==> src/rtl/iddmm_loader_if.sv <==
// Operand stream in, operand-RAM write port out.
// The loader is the slave side of the stream and drives the write port.
interface iddmm_loader_if #(
    parameter int K      = 128,
    parameter int ADDR_W = 5
);
    logic              s_valid;
    logic              s_ready;
    logic [K-1:0]      s_data;
    logic              s_last;
    logic [2:0]        wr_ena;
    logic [ADDR_W-1:0] wr_addr;
    logic [K-1:0]      wr_x;
    logic [K-1:0]      wr_y;
    logic [K-1:0]      wr_m;
    logic [K-1:0]      wr_m1;

    modport slave (
        input  s_valid, s_data, s_last,
        output s_ready, wr_ena, wr_addr, wr_x, wr_y, wr_m, wr_m1
    );

    modport master (
        output s_valid, s_data, s_last,
        input  s_ready, wr_ena, wr_addr, wr_x, wr_y, wr_m, wr_m1
    );
endinterface

==> src/rtl/iddmm_loader.sv <==
// Streams x, y and (optionally) m into the multiplier operand RAMs, then
// issues one task_req and waits for task_end before reporting done.
module iddmm_loader #(
    parameter int K      = 128,
    parameter int N      = 32,
    parameter int ADDR_W = $clog2(N)
) (
    input  logic                clk,
    input  logic                rst,
    input  logic                start_i,
    input  logic                keep_m_i,
    input  logic [K-1:0]        m1_in_i,
    iddmm_loader_if.slave       bus,
    output logic                task_req_o,
    input  logic                task_end_i,
    output logic                busy_o,
    output logic                done_o,
    output logic                err_o
);
    typedef enum logic [2:0] {IDLE, LOAD_X, LOAD_Y, LOAD_M, REQ, WAIT} state_t;

    state_t            state_q, state_d;
    logic [ADDR_W-1:0] cnt_q, cnt_d;
    logic [ADDR_W-1:0] addr_q, addr_d;
    logic [K-1:0]      data_q, data_d;
    logic [K-1:0]      m1_q, m1_d;
    logic [2:0]        ena_q, ena_d;
    logic              keep_q, keep_d;
    logic              err_q, err_d;
    logic              treq_q, treq_d;
    logic              done_q, done_d;

    logic in_load, accept, last_word;

    assign in_load   = (state_q == LOAD_X) || (state_q == LOAD_Y) || (state_q == LOAD_M);
    assign accept    = in_load && bus.s_valid;
    assign last_word = (cnt_q == ADDR_W'(N - 1));

    always_ff @(posedge clk or posedge rst) begin
        if (rst) state_q <= IDLE;
        else     state_q <= state_d;
    end

    always_comb begin
        state_d = state_q;
        cnt_d   = cnt_q;
        addr_d  = addr_q;
        data_d  = data_q;
        m1_d    = m1_q;
        keep_d  = keep_q;
        err_d   = err_q;
        ena_d   = 3'b000;
        treq_d  = 1'b0;
        done_d  = 1'b0;
        case (state_q)
            IDLE: begin
                if (start_i) begin
                    state_d = LOAD_X;
                    err_d   = 1'b0;
                    cnt_d   = '0;
                    keep_d  = keep_m_i;
                    if (!keep_m_i) m1_d = m1_in_i;
                end
            end
            LOAD_X, LOAD_Y, LOAD_M: begin
                if (accept) begin
                    ena_d  = (state_q == LOAD_X) ? 3'b001 :
                             (state_q == LOAD_Y) ? 3'b010 : 3'b100;
                    addr_d = cnt_q;
                    data_d = bus.s_data;
                    // s_last is only checked, never used to end an operand
                    if (bus.s_last != last_word) err_d = 1'b1;
                    if (last_word) begin
                        cnt_d   = '0;
                        state_d = (state_q == LOAD_X)            ? LOAD_Y :
                                  (state_q == LOAD_Y && !keep_q) ? LOAD_M : REQ;
                    end else begin
                        cnt_d = cnt_q + ADDR_W'(1);
                    end
                end
            end
            // REQ coincides with the last write strobe; task_req is its registered echo
            REQ: begin
                treq_d  = 1'b1;
                state_d = WAIT;
            end
            // done is shown while still in WAIT so a start on that cycle is dropped
            WAIT: begin
                if (done_q)          state_d = IDLE;
                else if (task_end_i) done_d  = 1'b1;
            end
            default: state_d = IDLE;
        endcase
    end

    always_ff @(posedge clk or posedge rst) begin
        if (rst) begin
            cnt_q  <= '0;
            addr_q <= '0;
            data_q <= '0;
            m1_q   <= '0;
            keep_q <= 1'b0;
            err_q  <= 1'b0;
            ena_q  <= 3'b000;
            treq_q <= 1'b0;
            done_q <= 1'b0;
        end else begin
            cnt_q  <= cnt_d;
            addr_q <= addr_d;
            data_q <= data_d;
            m1_q   <= m1_d;
            keep_q <= keep_d;
            err_q  <= err_d;
            ena_q  <= ena_d;
            treq_q <= treq_d;
            done_q <= done_d;
        end
    end

    assign bus.s_ready = in_load;
    assign bus.wr_ena  = ena_q;
    assign bus.wr_addr = addr_q;
    assign bus.wr_x    = data_q;
    assign bus.wr_y    = data_q;
    assign bus.wr_m    = data_q;
    assign bus.wr_m1   = m1_q;
    assign task_req_o  = treq_q;
    assign busy_o      = (state_q != IDLE);
    assign done_o      = done_q;
    assign err_o       = err_q;
endmodule

==> src/flat_wrapper.sv <==
// flat-port wrapper written by rule: the top's interface ports become plain ports
module iddmm_loader_flat 
#(
    parameter int K      = 128,
    parameter int N      = 32,
    parameter int ADDR_W = $clog2(N)
)
  (clk, rst, start_i, keep_m_i, m1_in_i, task_req_o, task_end_i, busy_o, done_o, err_o, bus_s_valid, bus_s_data, bus_s_last, bus_s_ready, bus_wr_ena, bus_wr_addr, bus_wr_x, bus_wr_y, bus_wr_m, bus_wr_m1);
  iddmm_loader_if #(.K(K), .ADDR_W(ADDR_W)) bus_i ();
  input  logic clk;
  input  logic rst;
  input  logic start_i;
  input  logic keep_m_i;
  input  logic [K-1:0] m1_in_i;
  output logic task_req_o;
  input  logic task_end_i;
  output logic busy_o;
  output logic done_o;
  output logic err_o;
  input wire logic [$bits(bus_i.s_valid)-1:0] bus_s_valid;
  input wire logic [$bits(bus_i.s_data)-1:0] bus_s_data;
  input wire logic [$bits(bus_i.s_last)-1:0] bus_s_last;
  output wire logic [$bits(bus_i.s_ready)-1:0] bus_s_ready;
  output wire logic [$bits(bus_i.wr_ena)-1:0] bus_wr_ena;
  output wire logic [$bits(bus_i.wr_addr)-1:0] bus_wr_addr;
  output wire logic [$bits(bus_i.wr_x)-1:0] bus_wr_x;
  output wire logic [$bits(bus_i.wr_y)-1:0] bus_wr_y;
  output wire logic [$bits(bus_i.wr_m)-1:0] bus_wr_m;
  output wire logic [$bits(bus_i.wr_m1)-1:0] bus_wr_m1;
  assign bus_i.s_valid = bus_s_valid;
  assign bus_i.s_data = bus_s_data;
  assign bus_i.s_last = bus_s_last;
  assign bus_s_ready = bus_i.s_ready;
  assign bus_wr_ena = bus_i.wr_ena;
  assign bus_wr_addr = bus_i.wr_addr;
  assign bus_wr_x = bus_i.wr_x;
  assign bus_wr_y = bus_i.wr_y;
  assign bus_wr_m = bus_i.wr_m;
  assign bus_wr_m1 = bus_i.wr_m1;
  iddmm_loader #(.K(K), .N(N), .ADDR_W(ADDR_W)) u_core (.clk(clk), .rst(rst), .start_i(start_i), .keep_m_i(keep_m_i), .m1_in_i(m1_in_i), .bus(bus_i), .task_req_o(task_req_o), .task_end_i(task_end_i), .busy_o(busy_o), .done_o(done_o), .err_o(err_o));
endmodule
==> config.mk <==
export PLATFORM = sky130hd
export DESIGN_NAME = iddmm_loader_flat
export DESIGN_NICKNAME = d
export VERILOG_FILES = /design/src/rtl/iddmm_loader_if.sv /design/src/rtl/iddmm_loader.sv /design/src/flat_wrapper.sv
export SDC_FILE = /design/constraint.sdc
export NUM_CORES = 1
export LEC_CHECK = 0
export ABC_AREA = 1
export BUFFER_PORTS_ARGS = -buffer_cell sky130_fd_sc_hd__buf_2
export CAP_MARGIN = 20
export CORE_AREA = 3 3 305 307
export CTS_CLUSTER_SIZE = 10
export DETAILED_ROUTE_END_ITERATION = 7
export DIE_AREA = 0 0 308 310
export GPL_TIMING_DRIVEN = 0
export HOLD_SLACK_MARGIN = 0.08
export PLACE_DENSITY_LB_ADDON = 0.05
export SLEW_MARGIN = 5
export SYNTH_ARGS = -nofsm -noshare
export SYNTH_HDL_FRONTEND = slang
export SYNTH_SLANG_ARGS = --single-unit
export TNS_END_PERCENT = 50
==> constraint.sdc <==
create_clock -name clk -period 12.13 [get_ports clk]
set_clock_uncertainty 0.15 [all_clocks]
set_input_delay 1.8195 -clock clk [delete_from_list [all_inputs] [get_ports clk]]
set_output_delay 1.8195 -clock clk [all_outputs]
set_load 0.05 [all_outputs]
==> results of run 1 <==
==> per-stage QoR <==
step           setup WS [ps]  cell area (µm²)  std cells  setup TNS, ps  hold slack [ps]
2_1_floorplan           2550            12600       1453              0              320
3_3_place_gp           -2630            18000       3416        -709870              302
3_5_place_dp            8840            18100       3418              0              303
4_1_cts                 8390            19400       3487              0              317
5_1_grt                 8310            19400       3492              0              335
6_report                8480            19400       3501              0              312
==> path summary, 6_finish.rpt <==
kind,startpoint,end,slack (ps),cells after the start
setup / recovery,u_core.state_q[1],bus_s_ready,8480,3
setup reg to reg,u_core.state_q[1],u_core.bus.wr_m[48],10150,7
max in group asynchronous,rst,u_core.cnt_q[1],9540,3
min in group asynchronous,rst,u_core.bus.wr_m[59],1240,2
hold / removal,u_core.bus.wr_m1[77],u_core.bus.wr_m1[77],310,2
hold reg to reg,u_core.bus.wr_m1[77],u_core.bus.wr_m1[77],310,2
==> area by class of cell <==
| cell class | instances | area [µm²] |
|---|---|---|
| tap | 1176 | 1470 |
| sequential | 276 | 6910 |
| buffer | 313 | 2330 |
| inverter | 17 | 71.3 |
| clock inverter | 7 | 143 |
| timing repair buffer | 789 | 3990 |
| fill | 10200 | 70900 |
| multi-input combinational | 847 | 3280 |
| clock buffer | 62 | 1180 |
| antenna | 14 | 35.0 |
==> flip-flops by register name (all words and copies together) (netlist names) <==
name and cells:
u_core.done_o 1, u_core.task_req_o 1, u_core.err_o 1, u_core.keep_q 1, u_core.bus.wr_ena 3, u_core.cnt_q 5, u_core.bus.wr_m1 128, u_core.bus.wr_m 128
u_core.state_q 3, u_core.bus.wr_addr 5
==> layer usage <==
metal | global-route usage (%) | part of all wire (%) | up-vias
met1 | 11.8 | 35 | 5483
met5 | 0 | 0.30 | -
li1 | - | - | 5827
met4 | 2.59 | 1.1 | 26
met2 | 21.9 | 52 | 466
met3 | 6.22 | 12 | 82
==> critical path, delay by kind of cell (launching register included) <==
| family | cells | cell delay, ps |
|---|---|---|
| and+or+nand+nor | 2 | 280 |
| buffers and inverters | 1 | 370 |
| DFF | 1 | 460 |
==> cells in the final DEF (no fill, tap or decap), drive strengths merged, types with 4 or more instances in the layout <==
cell type / netlist / routed
nor2: 14 / 14
dfrtp: 276 / 276
buf: 313 / 1102
nand3: 8 / 8
o21ai: 9 / 9
bufinv: 0 / 4
clkbuf: 0 / 62
diode: 0 / 14
inv: 16 / 18
nand2: 806 / 806
==> cell families after synthesis <==
kind of cell / share of synthesized area (%)
adder cells (fa/ha/maj): 0.199
AND/OR/NAND/NOR: 25.3
AO/OA/AOI/OAI: 0.457
XOR/XNOR: 0.0696
buffers and inverters: 19.1
flip-flops: 54.9
==> results summary, run 1 <==
The fmax is 274 MHz. The synthesized cell area is 12,600 µm². The number of input and output port buffers inserted came out at 787. Ranked by total cell area, the synthesized netlist is headed by dfrtp_1 (55%), nand2_1 (24%), buf_4 (16%), buf_6 (1.3%), buf_2 (1.2%). By instance count, the leading cell after synthesis is nand2_1. The first global-routing pass estimated 83,200 µm of wire. The final routed wirelength across all metal layers came out at 59,900 µm. In this run the count of I/O pins placed on the die edge is 788. The initial antenna violation count came out at 29.

The number of clock buffers inserted by TritonCTS is 40. The share of Yosys cell area claimed by the top area cell type came out at 54.9%. Summing the sequential cell areas from Yosys gives 54.9% of the chip area. The worst-skew pair later-pin latency came out at 550 ps. Global routing used 11.9% of the available tracks across all layers.

The slowest cell on the critical path is dfrtp_1. The post-cts resize count came out at 0. The die width came out at 308 µm.

The number of rows in the core area is 110. The path class of the tightest hold or removal check is reg -> reg. In this run the worst path has a maximum fanout of 6. The estimated wirelength of the detail-placed design is 48,000 µm. The post-synthesis instance total came out at 1,453. Setup repair after global routing left no endpoint under its margin. The final critical delay including setup and external delays came out at 3650 ps. The number of max-slew violations in the final report was 0. The largest total area in the synthesized netlist belongs to dfrtp_1. The remaining design rule violation count is 0. The startpoint class of the critical path is a flop. The tool flagged a number of max-cap violations equal to 0. TritonCTS built the clock tree.

The first-pass detailed-route iteration total is 4. The synthesis-stage register bit count is 276. The cell sitting at the root of the clock tree is a clkbuf_16. The via count of the routed design is 11.9k. In this run the tightest slew margin relative to its limit is 56.5%.

The number of buffers between clock root and the deepest sink is 3. The per-cell via count in the routed design is 3.39. The cts-stage hold buffer count is 0. The number of failing hold endpoints at the final stage is 0.

The final setup violation count came out at 0. The measured slew at the worst slew-check pin is 653 ps. The H-tree depth came out at 2. The post-synth net total is 1,718. The delay of the slowest critical-path stage is 460 ps. The critical path goes through nor2_2, nor2_4, buf_2. The largest net degree at the start of global routing came out at 101.

The placeable core region is 90,300 µm². The final critical path takes up 30.1% of the cycle. The average wire per standard cell is 17.1 µm.

By count the netlist is led by nand2_1 (803), dfrtp_1 (276), buf_4 (269), buf_2 (29), buf_6 (15). Yosys printed 0 warnings. In this run, synthesis inferred 0 flip-flops with an integrated enable. The weighted congestion reported at the end of routability-driven placement is 0.733. Dividing the synthesized area by the synthesized cell count gives 8.66 µm². The final layout contains 2,549 nets. The number of post-CTS setup repair buffers is 0.

The overall die area is 95,500 µm². The relative area change from synthesis to final layout is 54.3%. STA classifies the critical path endpoint as an output pin. The height of the die came out at 310 µm. Cells with a size suffix above 1 make up 50.7% of the layout. After the first detailed-routing iteration, the DRC count stood at 441. Cells fill 21.5% of the core in the end.

The required time of the critical path is 10,160 ps. The fraction of synthesis flops using an asynchronous set or reset pin is 100%. The number of global-route vias before repair was 11.9k. The setup path with the least slack is of type reg -> out. The number of nets still failing antenna checks after routing is 0. The final global-route overflow total came out at 0. The starting density of the core is 13.9%. The clock edge transition at the registers on the reported setup and hold paths came out at 50 ps. The flow ran to the end, and the final reports show no timing, DRC or antenna violations.

Counting distinct cell types in the post-synthesis netlist gives 22. Data on the critical path arrives at its endpoint at 1680 ps. CTS saw 276 sinks. The commonest register cell after synthesis is dfrtp_1.
Power of run 1 is not shown: default switching activity piles up to over one toggle a cycle in this logic, so the estimate is an artifact.
==> inputs of run 2 (changes only) <==
Clock period 12.13 ns to 3.4 ns, I/O delays scaled along.
==> run 2 against run 1 <==
Net effect: count of clock-buffer cells in the layout grew 1; non-clock buffer count grew 266; sequential cell count is the same; die area is the same; hold slack lost 110 ps; global-route usage grew 0.19 points; first-iteration DRC count shrank 29%; critical path type unchanged; critical endpoint unchanged; highest routed layer unchanged.
==> results summary, run 2 (synthesis gave the netlist of run 1 again) <==
Setup repair after global routing left no endpoint under its margin. The number of placed I/O pins is 788 (unchanged). The flow ran to the end, and the final reports show no timing, DRC or antenna violations. The number of clock buffers inserted by TritonCTS was 41 (+2.5%). The final routed wirelength across all metal layers is 60,300 µm (+0.73%). The TritonCTS clock tree is yes. The measured slew at the worst slew-check pin came to 770 ps (+117 ps). The share of cells above drive strength 1 came out at 45.8% (-4.9 points). The number of buffers between clock root and the deepest sink came out at 3 (unchanged).

The overall die area came out at 95,500 µm² (unchanged). The remaining design rule violation count came out at 0 (unchanged). The startpoint class of the critical path is a flop. The flip-flop and latch area came out at 6910 µm² (unchanged). The logic depth of the worst register-to-register path is 9 (+2).

The number of clock sinks came out at 276 (unchanged). The global-route wire length before repair is 86,500 µm (+4.0%). The first-pass detailed-route iteration total came out at 4 (unchanged). The worst-skew pair later-pin latency came out at 550 ps (about the same). The number of input and output port buffers inserted came out at 787 (unchanged). The number of post-CTS setup repair buffers is 0 (unchanged). For hold timing, the worst endpoint is u_core.keep_q. The period utilization came out at 70.0%. The number of failing hold endpoints at the final stage came out at 0 (unchanged). The worst-case hold slack is 205 ps (-107 ps). The final net count came out at 2,816 (+10%).

The top cell types in the final layout, fill and taps aside, are buf_2 (816), nand2_1 (803), dfrtp_1 (276). The final global-route overflow total was 0 (unchanged). The combined global-route utilization of all metal layers came to 12.0% (+0.19 points). The placed standard-cell area came out at 18,200 µm² (+0.71%).

The setup slack on the worst flop-to-flop path came out at 1320 ps (-8830 ps). The startpoint identified for the worst hold timing path is start_i. The max-capacitance violation count came out at 0 (unchanged). The clock period could shrink to 2380 ps. The root buffer cell chosen for the clock tree is clkbuf_16.

The worst setup path is captured at an output pin. The final design instance area without fill is 22,100 µm² (+14%). The clock edge transition at the registers on the reported setup and hold paths came out at 60 ps (about the same). The height of the die came out at 310 µm (unchanged). The area of combinational cells with multiple inputs is 3280 µm² (unchanged).

The per-cell via count in the routed design is 3.38 (-0.37%). The largest net degree at the start of global routing was 35 (-65%). The instance count along the most critical hold path came to 3 (+1). The placeable core region is 90,300 µm² (unchanged). The number of max-slew violations in the final report came out at 0 (unchanged).

The final setup violation count was 0 (unchanged). The endpoint arrival time on the critical path is 1720 ps (+40 ps). The average wire per standard cell is 16.1 µm (-6.1%). The required time of the critical path is 2740 ps (-7420 ps). The estimated wirelength of the detail-placed design came out at 48,500 µm (+1.0%). The largest fanout of any net on the critical path came out at 6 (unchanged). The worst hold path belongs to the class in -> reg. The number of global-route vias before repair is 13.3k (+12%). The H-tree depth came out at 2 (unchanged).

The endpoint identified for the worst register-to-register timing path is u_core.bus.wr_m1[50]. The launching point of the worst reg2reg path is u_core.state_q[0]. The die width is 308 µm (unchanged). The starting density of the core is 13.9% (unchanged). The worst slack at placement is 945 ps (-7900 ps). The via count of the routed design came out at 12.7k (+6.9%).

The number of rows in the core area came to 110 (unchanged). The number of filler instances in the final layout was 10.1k (-1.1%). The relative slew slack came out at 48.5% (-7.9 points). The slack of the critical path was 1020 ps (-7460 ps). The number of violations reported at the end of detailed-routing iteration 0 is 311 (-29%). The most common cell after layout, fill and taps aside is buf_2. The kind of critical path is reg -> out.

The number of nets still failing antenna checks after routing is 0 (unchanged). The initial antenna violation count was 6 (-79%). The relative area change from synthesis to final layout came out at 75.4%. The weighted congestion reported at the end of routability-driven placement came out at 0.751 (+2.4%). Based on the critical path, the design can be clocked at up to 420 MHz.
run 2: cell types whose count changed in the layout (fill, tap and decap cells not counted), sizes merged:
cell | before | now
dlygate4sd3 | 0 | 259
bufinv | 4 | 0
inv | 18 | 16
diode | 14 | 3
buf | 1102 | 1109
clkinv | 2 | 4
clkbuf | 62 | 63
clkinvlp | 0 | 3
run 2: layout make-up:
cell class	count	area share, %
flip-flops and latches	276	31.3
clock buffers	63	5.63
multi-input cells	847	14.9
diodes	3	0.0340
well taps	1176	6.67
inverters	17	0.306
clock inverters	6	0.176
repair buffers	1055	30.5
plain buffers	313	10.6
run 2: stage by stage:
step	util (%)	TNS, ps	instances
6_report	24.4	0	3756
4_1_cts	24.4	0	3753
2_1_floorplan	-	-251540	1453
3_5_place_dp	20.1	0	3425
3_3_place_gp	19.9	-978340	3416
5_1_grt	24.4	0	3754
run 2: layer usage:
layer  routed length [µm]  share of wire, %  global-route usage, %
met5                   41             0.068                      0
met4                  867               1.4                   2.43
met3                 5240               8.7                   4.27
met2                32000                53                   22.9
met1                22100                37                   12.8
run 2: what timing repair did:
action                                 CTS  global route
resized for setup                        0             0
hold buffers                           259             0
endpoints found under the hold margin  287             0
run 2: worst max path at each step:
stage / startpoint / end / slack, ps / cells after the start
after floorplan: rst / u_core.bus.wr_addr[0] / -910 / 1
after global placement: rst / u_core.bus.wr_m[115] / -3610 / 2
after detailed placement: rst / u_core.bus.wr_m[103] / 950 / 7
after CTS: u_core.state_q[1] / bus_s_ready / 920 / 3
after global routing: rst / u_core.bus.wr_m[122] / 860 / 8
final: u_core.state_q[1] / bus_s_ready / 1020 / 3
run 2: critical path, stage by stage (launching register included):
cell and delay, ps:
dfrtp_1 470, nor2_2 100, nor2_4 220, buf_2 380
Power of run 2 is left out for the same reason.
==> inputs of run 3 (changes only) <==
Settings changed: ABC_AREA 1 to 0, CORE_AREA 3 3 305 307 to 3 3 304 306, DIE_AREA 0 0 308 310 to 0 0 307 309.
Clock period 3.4 ns to 2.5 ns, I/O delays scaled along.
==> run 3 against run 2 <==
Net effect: synthesized cell count fell by 39%; register-to-register slack got worse by 1200 ps; via count fell by 17%; wire length down 8.1%; core utilization shrank 0.11 points; non-clock buffer count shrank 22; count of clock-buffer cells in the layout shrank 1; die area shrank 0.65%; critical endpoint unchanged; largest cell class unchanged.
==> results summary, run 3 <==
The synthesized area divided by synthesized cell count is 14.0 µm² (+62%). The starting density of the core is 13.9% (-0.071 points). The flow ran to the end, and the final reports show no timing, DRC or antenna violations. The library cells used most frequently in the layout, excluding fill and tap cells, are buf_2 (796), dfrtp_1 (276), dlygate4sd3_1 (261).

The per-cell via count in the routed design is 3.31 (-2.2%). The setup slack on the worst flop-to-flop path came out at 120 ps (-1200 ps). After synthesis, the cell types taking the most area are dfrtp_1 (55%), buf_4 (16%), mux2_2 (14%), mux2_1 (9.9%), buf_6 (1.8%). The number of global-route vias before repair was 11.1k (-16%). The average wire per standard cell is 17.3 µm (+8.0%). The number of buffers between clock root and the deepest sink came out at 3 (unchanged). The final setup violation count is 0 (unchanged).

The fraction of synthesis flops using an asynchronous set or reset pin came out at 100% (unchanged). The worst-case hold slack is 250 ps (+45.6 ps). The number of synthesized flops with an enable pin is 0 (unchanged). The number of clock buffers inserted by TritonCTS came out at 39 (-4.9%). The global-route wire length before repair came out at 77,900 µm (-10%). The number of filler instances in the final layout is 9,833 (-2.5%).

The number of rows in the core area came to 110 (unchanged). The weighted congestion reported at the end of routability-driven placement came out at 0.706 (-5.9%). The number of input and output port buffers inserted is 787 (unchanged). The height of the die is 309 µm (-0.32%).

The max-capacitance violation count came out at 0 (unchanged). The number of max-slew violations in the final report is 0 (unchanged). The number of distinct library cell variants in the gate-level netlist after synthesis is 34 (+55%).

The post-synthesis instance total was 890 (-39%). The required time of the critical path came out at 1980 ps (-760 ps). The overall die area came out at 94,900 µm² (-0.65%).

The remaining design rule violation count came out at 0 (unchanged). The synthesized cell area was 12,500 µm² (-0.96%). The leading area contributor after synthesis is dfrtp_1. The number of placed I/O pins came to 788 (unchanged). The number of failing hold endpoints at the final stage is 0 (unchanged).

The first-pass detailed-route iteration total is 4 (unchanged). The final critical delay including setup and external delays came out at 2380 ps. The number of clock sinks came out at 276 (unchanged). The placed standard-cell area is 18,100 µm² (-0.60%). The initial antenna violation count is 5 (-1).

The combined global-route utilization of all metal layers is 11.1% (-0.94 points). The final design instance area without fill is 21,900 µm² (-0.92%). The portion of the post-synthesis area used by sequential elements is 55.4% (+0.53 points). The number of violations reported at the end of detailed-routing iteration 0 is 251 (-19%). The relative area change from synthesis to final layout was 75.4% (about the same). The synthesis-stage register bit count was 276 (unchanged).

The estimated wirelength of the detail-placed design is 45,700 µm (-5.8%). TritonCTS built the clock tree. The die width came out at 307 µm (-0.32%). The tree is rooted in a clkbuf_16.

The share of Yosys cell area claimed by the top area cell type came to 55.4% (+0.53 points). The fmax came out at 419 MHz. The post-synth net total is 1,155 (-33%). The critical path is of the reg -> out type. The endpoint arrival time on the critical path came to 1860 ps (+140 ps). The placeable core region is 89,900 µm² (-0.46%).

The share of cells above drive strength 1 is 64.2% (+18 points). The endpoint type of the worst setup path is an output pin. The measured slew at the worst slew-check pin came out at 616 ps (-155 ps). The final net count came to 2,254 (-20%). The sum of negative setup slack is 0 ps (unchanged).

The worst setup path is launched from a flop. The largest net degree at the start of global routing came out at 34 (-2.9%). The final global-route overflow total was 0 (unchanged). In the finished design, the share of the clock period the worst path needs comes to 95.4%. The final routed wirelength across all metal layers is 55,500 µm (-8.1%). The worst-skew pair later-pin latency is 540 ps (about the same).

By instance count, the leading cell after synthesis is dfrtp_1. The library cell used most frequently in the layout, excluding fill and tap cells, is buf_2. By count the netlist is led by dfrtp_1 (276), buf_4 (258), mux2_2 (152), mux2_1 (109), buf_6 (20). The H-tree depth is 2 (unchanged). The via count of the routed design is 10.6k (-17%). The largest fanout of any net on the critical path came out at 10 (+4). The Yosys warning count came out at 0 (unchanged). The most used flip-flop cell after synthesis is dfrtp_1. The relative slew slack came out at 59.0% (+10 points). The clock edge transition at the registers on the reported setup and hold paths came out at 60 ps (about the same).

The number of nets still failing antenna checks after routing is 0 (unchanged). Setup repair after global routing left no endpoint under its margin. The min-delay analysis places its worst path in the category in -> async.
## run 3: changes by cell type after synthesis, moves of 4 or more
cell     before  now
nand2_1     803    5
mux2_2        0  152
mux2_1        0  109
buf_2        29   10
buf_4       269  258
nand3_1       8    1
nor2_1       10    3
o21ai_0       9    3
buf_6        15   20
nor3_1        0    5
a21oi_1       1    5
inv_2         4    0
or4_1         0    4
## run 3: critical path, cell delays in order (launching register included)
cell and delay (ps):
dfrtp_1 450, buf_2 250, o21bai_1 120, inv_1 220, buf_4 260
## run 3: final timing paths
kind	start	to	cells after the start
max	u_core.state_q[0]	bus_s_ready	4
max reg2reg	u_core.cnt_q[0]	u_core.err_o	7
min	rst	u_core.bus.wr_m1[52]	3
max in group asynchronous	rst	u_core.bus.wr_m[19]	8
min reg2reg	u_core.bus.wr_m1[16]	u_core.bus.wr_m1[16]	1
min in group clk	u_core.bus.wr_m1[16]	u_core.bus.wr_m1[16]	1
## run 3: final cells by class
cell class / count / area, µm² / area share [%]
Clock inverter: 7 / 46.3 / 0.212
Inverter: 12 / 48.8 / 0.223
Tap cell: 1176 / 1470 / 6.73
Clock buffer: 62 / 1110 / 5.09
Buffer: 288 / 2210 / 10.1
Multi-Input combinational cell: 314 / 3300 / 15.1
Timing Repair Buffer: 1058 / 6750 / 30.9
Antenna cell: 4 / 10.0 / 0.0458
Sequential cell: 276 / 6910 / 31.6
## run 3: cell families after synthesis
family / Yosys count / share of synthesized area, %
buf+inv: 300 / 18.1
flops: 276 / 55.4
compound gates: 17 / 0.904
xor+xnor: 1 / 0.0703
fa+ha+maj: 2 / 0.201
mux: 263 / 23.7
simple gates: 31 / 1.54
## run 3: per-layer routing
metal / routed length (µm) / vias up / GRT usage, %
met5: 12 / - / 0
met4: 1050 / 2 / 2.70
met3: 4310 / 60 / 3.61
met2: 30500 / 413 / 21.7
met1: 19600 / 5139 / 11.4
li1: - / 4962 / -
## run 3: per-stage QoR
step / setup slack, ps / util (%) / instances
after detailed placement: 124 / 20.1 / 2863
final: 115 / 24.3 / 3197
after global routing: 0.461 / 24.3 / 3197
after CTS: 62.6 / 24.3 / 3193
after floorplan: -1680 / - / 890
after global placement: -4430 / 19.9 / 2853
## run 3: timing repair
item	in CTS	in global routing
endpoints found under the setup margin	1	1
setup buffers	0	0
hold buffers	261	0
hold endpoints to repair	325	0
gates resized for setup	1	1
Power of run 3 is left out for the same reason.
